### config.mk
export PLATFORM = sky130hd
export DESIGN_NAME = debug_probe_mux_flat
export DESIGN_NICKNAME = d
export VERILOG_FILES = /design/src/rtl/debug_probe_mux_pkg.sv /design/src/rtl/debug_probe_mux_if.sv /design/src/rtl/debug_probe_mux_cfg_debounce.sv /design/src/rtl/debug_probe_mux.sv /design/src/flat_wrapper.sv
export SDC_FILE = /design/constraint.sdc
export NUM_CORES = 1
export LEC_CHECK = 0
export ABC_AREA = 1
export CAP_MARGIN = 20
export CORE_ASPECT_RATIO = 2
export CORE_MARGIN = 4
export CORE_UTILIZATION = 35
export CTS_CLUSTER_SIZE = 40
export DETAILED_ROUTE_END_ITERATION = 8
export MAX_ROUTING_LAYER = met4
export PLACE_DENSITY = 0.62
export SYNTH_ARGS = -nofsm -noshare
export SYNTH_HDL_FRONTEND = slang
export SYNTH_SLANG_ARGS = --single-unit
### constraint.sdc
create_clock -name clk -period 1.9 [get_ports clk]
set_input_delay 0.475 -clock clk [delete_from_list [all_inputs] [get_ports clk]]
set_output_delay 0.475 -clock clk [all_outputs]
set_load 0.005 [all_outputs]
### src/rtl/debug_probe_mux_pkg.sv
// debug_probe_pkg: shared definitions for the debug probe multiplexer.
//   mode_e        - output formatting mode of every probe channel
//   state_e       - freeze controller states
//   MODE_W        - width of the global mode field
//   lane_mask_byte- byte-enable pattern of one byte lane for a given select
package debug_probe_pkg;

    localparam int MODE_W = 2;

    typedef enum logic [1:0] {
        MODE_LANE = 2'd0,
        MODE_SRC  = 2'd1,
        MODE_MASK = 2'd2,
        MODE_SWAP = 2'd3
    } mode_e;

    typedef enum logic [1:0] {
        ST_LIVE   = 2'd0,
        ST_ARMED  = 2'd1,
        ST_FROZEN = 2'd2
    } state_e;

    // Byte `lane` of the lane-marker word for select `sel`: all ones when the
    // select maps onto that lane (select wraps modulo the number of lanes).
    function automatic logic [7:0] lane_mask_byte(input int sel, input int lane, input int lanes);
        return ((sel % lanes) == lane) ? 8'hFF : 8'h00;
    endfunction

endpackage

### src/rtl/debug_probe_mux_if.sv
// debug_probe_mux_if: probe-mux signal bundle.
//   cfg_sel/cfg_mode - board-switch configuration (asynchronous to clk)
//   src_data         - packed probe sources, source k at [k*DATA_W +: DATA_W]
//   arm/trig/release_req - freeze control
//   ch_data          - registered channel outputs
//   frozen/armed     - controller state flags
//   cfg_upd          - pulse when a new configuration becomes active
// master drives the inputs of the mux, slave is the mux itself.
interface debug_probe_mux_if
    import debug_probe_pkg::*;
#(
    parameter int NUM_CH  = 3,
    parameter int NUM_SRC = 4,
    parameter int DATA_W  = 32
) ();
    localparam int SEL_W = $clog2(NUM_SRC);

    logic [NUM_CH*SEL_W-1:0]  cfg_sel;
    logic [MODE_W-1:0]        cfg_mode;
    logic [NUM_SRC*DATA_W-1:0] src_data;
    logic                     arm;
    logic                     trig;
    logic                     release_req;
    logic [NUM_CH*DATA_W-1:0] ch_data;
    logic                     frozen;
    logic                     armed;
    logic                     cfg_upd;

    modport master (
        output cfg_sel, cfg_mode, src_data, arm, trig, release_req,
        input  ch_data, frozen, armed, cfg_upd
    );

    modport slave (
        input  cfg_sel, cfg_mode, src_data, arm, trig, release_req,
        output ch_data, frozen, armed, cfg_upd
    );
endinterface

### src/rtl/debug_probe_mux_cfg_debounce.sv
// cfg_debounce: two-flop synchroniser plus stability filter for a
// switch-driven configuration word.
//   clk, rst_n     - clock, synchronous active-low reset
//   i_cfg_async    - raw configuration, asynchronous to clk
//   o_cfg_active   - accepted configuration
//   o_cfg_upd      - one-cycle pulse in the cycle o_cfg_active changes
// A synchronised value must stay unchanged for DB_CYCLES cycles while
// differing from the active value before it is accepted.
module cfg_debounce
    import debug_probe_pkg::*;
#(
    parameter int WIDTH     = 8,
    parameter int DB_CYCLES = 16
) (
    input  logic             clk,
    input  logic             rst_n,
    input  logic [WIDTH-1:0] i_cfg_async,
    output logic [WIDTH-1:0] o_cfg_active,
    output logic             o_cfg_upd
);
    localparam int CNT_W = (DB_CYCLES > 1) ? $clog2(DB_CYCLES) : 1;
    localparam logic [CNT_W-1:0] CNT_LOAD = CNT_W'(DB_CYCLES - 1);

    logic [WIDTH-1:0] r_sync1;
    logic [WIDTH-1:0] r_sync2;
    logic [WIDTH-1:0] r_active;
    logic [CNT_W-1:0] r_cnt;
    logic             r_upd;
    logic             w_differs;
    logic             w_moving;

    assign w_differs = (r_sync2 != r_active);
    // r_sync2 is about to take a new value, so its stable run restarts.
    assign w_moving  = (r_sync1 != r_sync2);

    // Down-counter is reloaded whenever r_sync2 changes or matches the active
    // value, so reaching zero while still different means it has been stable
    // for DB_CYCLES cycles.
    always_ff @(posedge clk) begin
        if (!rst_n) begin
            r_sync1  <= '0;
            r_sync2  <= '0;
            r_active <= '0;
            r_cnt    <= '0;
            r_upd    <= 1'b0;
        end else begin
            r_sync1 <= i_cfg_async;
            r_sync2 <= r_sync1;
            r_upd   <= 1'b0;
            if (w_differs && (r_cnt == '0)) begin
                r_active <= r_sync2;
                r_upd    <= 1'b1;
                r_cnt    <= CNT_LOAD;
            end else if (!w_differs || w_moving) begin
                r_cnt <= CNT_LOAD;
            end else begin
                r_cnt <= r_cnt - 1'b1;
            end
        end
    end

    assign o_cfg_active = r_active;
    assign o_cfg_upd    = r_upd;

endmodule

### src/rtl/debug_probe_mux.sv
// debug_probe_mux: switch-configured debug probe multiplexer with freeze.
//   clk, rst_n - clock, synchronous active-low reset
//   bus        - debug_probe_mux_if.slave (config, sources, freeze control,
//                channel outputs and status flags)
// Each channel shows a lane marker, a selected source, the masked source or
// the byte-swapped source. The freeze controller can hold all channels.
//
//   state     | meaning
//   ----------+-----------------------------------------------
//   ST_LIVE   | channels follow sources, waiting for arm
//   ST_ARMED  | channels follow sources, trig freezes them
//   ST_FROZEN | channels hold the value captured at trig
module debug_probe_mux
    import debug_probe_pkg::*;
#(
    parameter int NUM_CH    = 3,
    parameter int NUM_SRC   = 4,
    parameter int DATA_W    = 32,
    parameter int DB_CYCLES = 16
) (
    input  logic              clk,
    input  logic              rst_n,
    debug_probe_mux_if.slave  bus
);
    localparam int SEL_W    = $clog2(NUM_SRC);
    localparam int LANES    = DATA_W / 8;
    localparam int SEL_BITS = NUM_CH * SEL_W;
    localparam int CFG_W    = MODE_W + SEL_BITS;

    logic [CFG_W-1:0]         w_cfg_active;
    logic                     w_cfg_upd;
    mode_e                    w_mode;
    logic [SEL_BITS-1:0]      w_sel_all;
    state_e                   r_state;
    state_e                   w_state_nxt;
    logic                     w_ch_en;
    logic [NUM_CH*DATA_W-1:0] w_ch_nxt;
    logic [NUM_CH*DATA_W-1:0] r_ch_data;

    cfg_debounce #(
        .WIDTH     (CFG_W),
        .DB_CYCLES (DB_CYCLES)
    ) u_cfg_debounce (
        .clk          (clk),
        .rst_n        (rst_n),
        .i_cfg_async  ({bus.cfg_mode, bus.cfg_sel}),
        .o_cfg_active (w_cfg_active),
        .o_cfg_upd    (w_cfg_upd)
    );

    assign w_mode    = mode_e'(w_cfg_active[CFG_W-1 -: MODE_W]);
    assign w_sel_all = w_cfg_active[SEL_BITS-1:0];

    always_ff @(posedge clk) begin
        if (!rst_n) begin
            r_state <= ST_LIVE;
        end else begin
            r_state <= w_state_nxt;
        end
    end

    // release outranks arm and trig in every state.
    always_comb begin
        w_state_nxt = r_state;
        w_ch_en     = 1'b1;
        case (r_state)
            ST_LIVE: begin
                if (!bus.release_req && bus.arm) begin
                    w_state_nxt = ST_ARMED;
                end
            end
            ST_ARMED: begin
                if (bus.release_req) begin
                    w_state_nxt = ST_LIVE;
                end else if (bus.trig) begin
                    w_state_nxt = ST_FROZEN;
                end
            end
            ST_FROZEN: begin
                // Loading on the release edge makes the first live cycle
                // already show the current config and sources.
                w_ch_en = bus.release_req;
                if (bus.release_req) begin
                    w_state_nxt = ST_LIVE;
                end
            end
            default: begin
                w_state_nxt = ST_LIVE;
            end
        endcase
    end

    for (genvar c = 0; c < NUM_CH; c++) begin : g_ch
        logic [SEL_W-1:0]  w_sel;
        logic [DATA_W-1:0] w_src;
        logic [DATA_W-1:0] w_lane;
        logic [DATA_W-1:0] w_swap;
        logic [DATA_W-1:0] w_val;

        assign w_sel = w_sel_all[c*SEL_W +: SEL_W];
        assign w_src = bus.src_data[int'(w_sel)*DATA_W +: DATA_W];

        for (genvar b = 0; b < LANES; b++) begin : g_byte
            assign w_lane[b*8 +: 8] = lane_mask_byte(int'(w_sel), b, LANES);
            assign w_swap[b*8 +: 8] = w_src[(LANES-1-b)*8 +: 8];
        end

        always_comb begin
            w_val = w_lane;
            case (w_mode)
                MODE_LANE: w_val = w_lane;
                MODE_SRC:  w_val = w_src;
                MODE_MASK: w_val = w_src & w_lane;
                MODE_SWAP: w_val = w_swap;
                default:   w_val = w_lane;
            endcase
        end

        assign w_ch_nxt[c*DATA_W +: DATA_W] = w_val;
    end

    always_ff @(posedge clk) begin
        if (!rst_n) begin
            r_ch_data <= '0;
        end else if (w_ch_en) begin
            r_ch_data <= w_ch_nxt;
        end
    end

    assign bus.ch_data = r_ch_data;
    assign bus.frozen  = (r_state == ST_FROZEN);
    assign bus.armed   = (r_state == ST_ARMED);
    assign bus.cfg_upd = w_cfg_upd;

endmodule

### src/flat_wrapper.sv
// flat-port wrapper written by rule: the top's interface ports become plain ports
module debug_probe_mux_flat import debug_probe_pkg::*;
#(
    parameter int NUM_CH    = 3,
    parameter int NUM_SRC   = 4,
    parameter int DATA_W    = 32,
    parameter int DB_CYCLES = 16
)
  (clk, rst_n, bus_cfg_sel, bus_cfg_mode, bus_src_data, bus_arm, bus_trig, bus_release_req, bus_ch_data, bus_frozen, bus_armed, bus_cfg_upd);
  debug_probe_mux_if #(.NUM_CH(NUM_CH), .NUM_SRC(NUM_SRC), .DATA_W(DATA_W)) bus_i ();
  input  logic clk;
  input  logic rst_n;
  input wire logic [$bits(bus_i.cfg_sel)-1:0] bus_cfg_sel;
  input wire logic [$bits(bus_i.cfg_mode)-1:0] bus_cfg_mode;
  input wire logic [$bits(bus_i.src_data)-1:0] bus_src_data;
  input wire logic [$bits(bus_i.arm)-1:0] bus_arm;
  input wire logic [$bits(bus_i.trig)-1:0] bus_trig;
  input wire logic [$bits(bus_i.release_req)-1:0] bus_release_req;
  output wire logic [$bits(bus_i.ch_data)-1:0] bus_ch_data;
  output wire logic [$bits(bus_i.frozen)-1:0] bus_frozen;
  output wire logic [$bits(bus_i.armed)-1:0] bus_armed;
  output wire logic [$bits(bus_i.cfg_upd)-1:0] bus_cfg_upd;
  assign bus_i.cfg_sel = bus_cfg_sel;
  assign bus_i.cfg_mode = bus_cfg_mode;
  assign bus_i.src_data = bus_src_data;
  assign bus_i.arm = bus_arm;
  assign bus_i.trig = bus_trig;
  assign bus_i.release_req = bus_release_req;
  assign bus_ch_data = bus_i.ch_data;
  assign bus_frozen = bus_i.frozen;
  assign bus_armed = bus_i.armed;
  assign bus_cfg_upd = bus_i.cfg_upd;
  debug_probe_mux #(.NUM_CH(NUM_CH), .NUM_SRC(NUM_SRC), .DATA_W(DATA_W), .DB_CYCLES(DB_CYCLES)) u_core (.clk(clk), .rst_n(rst_n), .bus(bus_i));
endmodule
Word-level counts from Yosys, hierarchy flattened. Index checks and enable logic that the tools add are counted.

Register bits after elaboration: 127. Latch bits: 0. Bits in writable memories: 0. Bits in read-only memories: 0. Input port bits: 141. Output and inout port bits: 99. Logic and storage cells: 69. Memories: 0.

$add $sub $neg: 1. Multipliers: 0. Divide/modulo/power cells: 0. $lt $le $gt $ge: 0. Equal/unequal tests: 19. Shifts and indexed selects: 3. Mux-type cells: 24. Bitwise operators: 3. Reductions and logical operators: 12.

Operators with widths (number): $pmux W32 S4 (3); $shiftx A128 B8 Y32 (3); $and A32 B32 Y32 (3); $logic_not A32 Y1 (3); $mux W8 (12); $eq A2 B2 Y1 const B (9); $ne A8 B8 Y1 (2); $eq A2 B1 Y1 const B (5); $mux W2 (4); $mux W4 (2); $pmux W2 S3 (1); $logic_not A2 Y1 (2); $logic_not A4 Y1 (1); $sub A4 B1 Y4 const B (1); $ne A3 B3 Y1 const B (1); $reduce_and A3 Y1 (1); $logic_and A1 B1 Y1 (2); $logic_not A1 Y1 (2); $mux W1 (2); $ne A2 B1 Y1 const B (1); $ne A2 B2 Y1 const B (1); $logic_or A1 B1 Y1 (1).

Longest topological paths before layout.
Word-level depth: 5. Gate-level depth with buffers: 12. Gate-level depth less buffers: 10.

By module. A second synthesis with hierarchy kept.

Cell total of the unflattened synthesis: 2028. Area, all modules: 10440.0 µm².

By module, submodules not included: debug_probe_mux (instances 1, cells an instance 1815, area each 9059.9 µm², sequential area each 1961.9 µm²); cfg_debounce (instances 1, cells an instance 213, area each 1380.1 µm², sequential area each 580.6 µm²).

Least setup slack after synthesis. No wires, ideal clock.

Path type: input to register. Start: in rst_n. End: reg u_core.r_ch_data[56], in the netlist u_core.bus.ch_data[56]. Library setup time: 0.109 ns. Arrival time: 1.426 ns. Data required time: 1.791 ns. Setup slack: 0.365 ns. Stages on the path: 7. Path buffers: 3. Cells stage by stage: clkbuf_1 > inv_1 > clkbuf_1 > clkbuf_1 > nor2_1 > nand2_1 > inv_1.

RTL lines: from (decl) (RTL line flat_wrapper.sv:12) `input logic rst_n;`; to (signal assigned) (RTL line debug_probe_mux.sv:126) `r_ch_data <= w_ch_nxt;`; to (decl) (RTL line debug_probe_mux.sv:38) `logic [NUM_CH*DATA_W-1:0] r_ch_data;`.

Final worst setup path.
Start: reg u_core.r_ch_data[38], in the netlist u_core.bus.ch_data[38]. End: out bus_ch_data[38].

RTL lines: to (decl) (RTL line flat_wrapper.sv:19) `output wire logic [$bits(bus_i.ch_data)-1:0] bus_ch_data;`.

No word-level cell between the ends.

==> impl_metrics.ini <==
[clock_network]
cts_buffers = 17
cts_tree = yes
cts.reportedPaths.clkPinSlew_ns = 0.06
holdBufCountCts = 0
h-tree-depth = 4
cts_root_buf = clkbuf_16
cts_buffer_depth = 2
clkLatencyLatePin_ns = 0.46
cts_sinks = 127

[timing]
finalCritPeriodShare_pct = 98.5
setup_viol = 0
rsz0062_at_grt = yes
timing.fmax_mhz = 534
setup-tns-final_ns = 0
worst_hold_slack_ns = 0.441
hold_viol = 0
fin_crit_ns = 1.87
relSlewSlack_pct = 54.8
tightest_slew_ns = 0.677
fin_ws_ns = 0.0279
final_max_slew_viol_count = 0
skew_ns = 0.00976

[placed_design]
dp_cells = 1994
dp_slack_ns = -0.197
place_hpwl_um = 31300
place_congestion = 0.986
port_buffers = 239
dpl_cell_area_mm2 = 0.0117

[power_and_ir_drop]
leakagePower_nw = 6.34
total_power_mw = 8.30
ir_drop_v = 0.000557
p_per_area_mw_per_mm2 = 675

[synth]
synth-xor-area-share_pct = 0.508
synth_seq_cells = 127
syn_nets = 1611
ys.warnings.count = 0
yosys-mux-area-fraction_pct = 0
netlist_instances = 1468
syn_area_per_cell_um2 = 5.87
synth-simple-area-share_pct = 39.9
seq_area_frac_synth_pct = 29.5
synthesis.area_mm2 = 0.00861
synth_fa_ha_area_share_pct = 0.291
synth_top_family_by_area = simple AND/OR/NAND/NOR gates
yosys.cell_types.count = 28
synth_compound_area_share_pct = 17.9

[floorplan]
initial_utilization_pct = 35.4
core_area_mm2 = 0.0243
dieArea_mm2 = 0.0273
fp.dieW_um = 119
die_h_um = 230
fp-row-count = 81
num_io_pins = 240

[run_status]
status = complete, no violations

[critical_path]
cp-start-kind = register
cp_max_fo = 2
crit_chain = clkdlybuf4s50_1
slowest_stage = clkdlybuf4s50_1
worstPathRequired_ns = 1.42
endpoint_kind = output pin
cp_top_family = buffers and inverters
slowest_delay_ns = 0.54
worst-path-buf-inv = 1
path_class = register to output pin
arrival_ns = 1.40

[route]
drt-total-wl_um = 39900
drtIter0Drc = 947
dr.pass1.iters = 6
num_vias = 10548
routedWlPerCell_um = 19.7
viasPerCell = 5.20
final_antenna_net_count = 0
drc = 0

[global_route]
first_global_vias = 10343
grt_pass1_wl_um = 60000
grt_max_degree = 63
track_usage_pct = 29.7
antenna_found_initial = 3
grt-ovfl-total = 0

[hold_path]
hp-class = register to register

[run]
cap_violations = 0

[cells_and_area]
finish.utilization_pct = 50.6
nets = 1866
syn_to_final_growth_pct = 42.9
drive_above_1_share_pct = 8.59
fin_area_mm2 = 0.0123
final_cells = 2028
-- where the power goes --
group	internal [mW]	total [mW]	switching, mW
combinational	0.940	2.11	1.17
sequential	2.82	2.94	0.115
clock	1.90	3.25	1.35
-- layout make-up --
type	instances	area, um2
Antenna cell	3	7.51
Clock buffer	20	467
Clock inverter	11	105
Fill cell	2554	12000
Inverter	174	656
Multi-Input combinational cell	1092	5070
Sequential cell	127	2550
Tap cell	290	363
Timing Repair Buffer	311	3100
-- cells in the mapped netlist (all sizes together) --
cell type	instances	share of area (%)
nor3	3	0.31
dfxtp	127	30
a21oi	57	3.4
or2	1	0.073
ha	2	0.29
inv	172	7.5
o21ai	12	0.96
clkinv	2	0.087
buf	54	3.4
nand3	110	6.4
o31ai	5	1.0
a22oi	144	13
xnor2	5	0.51
nor2	284	12
clkbuf	21	0.92
nand2	469	21
-- placed cells by master (no fill, tap or decap), types with 4 or more instances in the layout --
| cell type | count |
|---|---|
| clkdlybuf4s50_1 | 233 |
| a21oi_1 | 56 |
| xnor2_1 | 5 |
| a22oi_1 | 144 |
| inv_1 | 156 |
| nor2_1 | 277 |
| o21ai_2 | 7 |
| nand2_1 | 464 |
| nand3_1 | 110 |
| clkbuf_16 | 17 |
| dlygate4sd2_1 | 4 |
| buf_4 | 59 |
| nor2_2 | 6 |
| inv_2 | 16 |
| buf_12 | 13 |
| dfxtp_1 | 124 |
-- cell families after synthesis --
group           after synthesis
buf+inv                     249
simple gates                867
xor+xnor                      5
compound gates              218
fa+ha+maj                     2
flops                       127
-- sequential cells by signal, indices dropped and copies added (netlist names) --
name and cells:
u_core.u_cfg_debounce.o_cfg_active 8, u_core.u_cfg_debounce.o_cfg_upd 1, u_core.u_cfg_debounce.r_cnt 4, u_core.u_cfg_debounce.r_sync1 8, u_core.r_state 2, u_core.bus.ch_data 96
u_core.u_cfg_debounce.r_sync2 8
-- tightest hold or removal path, delay by kind of cell (launching register included) --
family / cells / cell delay, ns
buffers and inverters: 1 / 0.03
DFF: 1 / 0.32
and+or+nand+nor: 1 / 0.05
-- worst paths after layout --
path	startpoint	end	slack, ns	cells past startpoint
setup / recovery	u_core.bus.ch_data[38]	bus_ch_data[38]	0.03	1
hold / removal	u_core.u_cfg_debounce.r_sync1[7]	u_core.u_cfg_debounce.r_sync2[7]	0.44	2
setup reg to reg	u_core.u_cfg_debounce.o_cfg_active[5]	u_core.bus.ch_data[78]	0.07	10
hold reg to reg	u_core.u_cfg_debounce.r_sync1[7]	u_core.u_cfg_debounce.r_sync2[7]	0.44	2
-- per-layer routing --
layer	wire length (um)	up-vias	track usage, %
li1	-	5183	-
met3	2320	146	4.68
met1	13400	4710	29.0
met5	0	-	-
met2	20800	509	52.8
met4	3320	0	21.1
-- timing repair --
action,in CTS,in global routing
endpoints found under the setup margin,37,19
resized for setup,9,5
buffers inserted,0,0
Note: power is estimated with default switching activity, not from simulation.
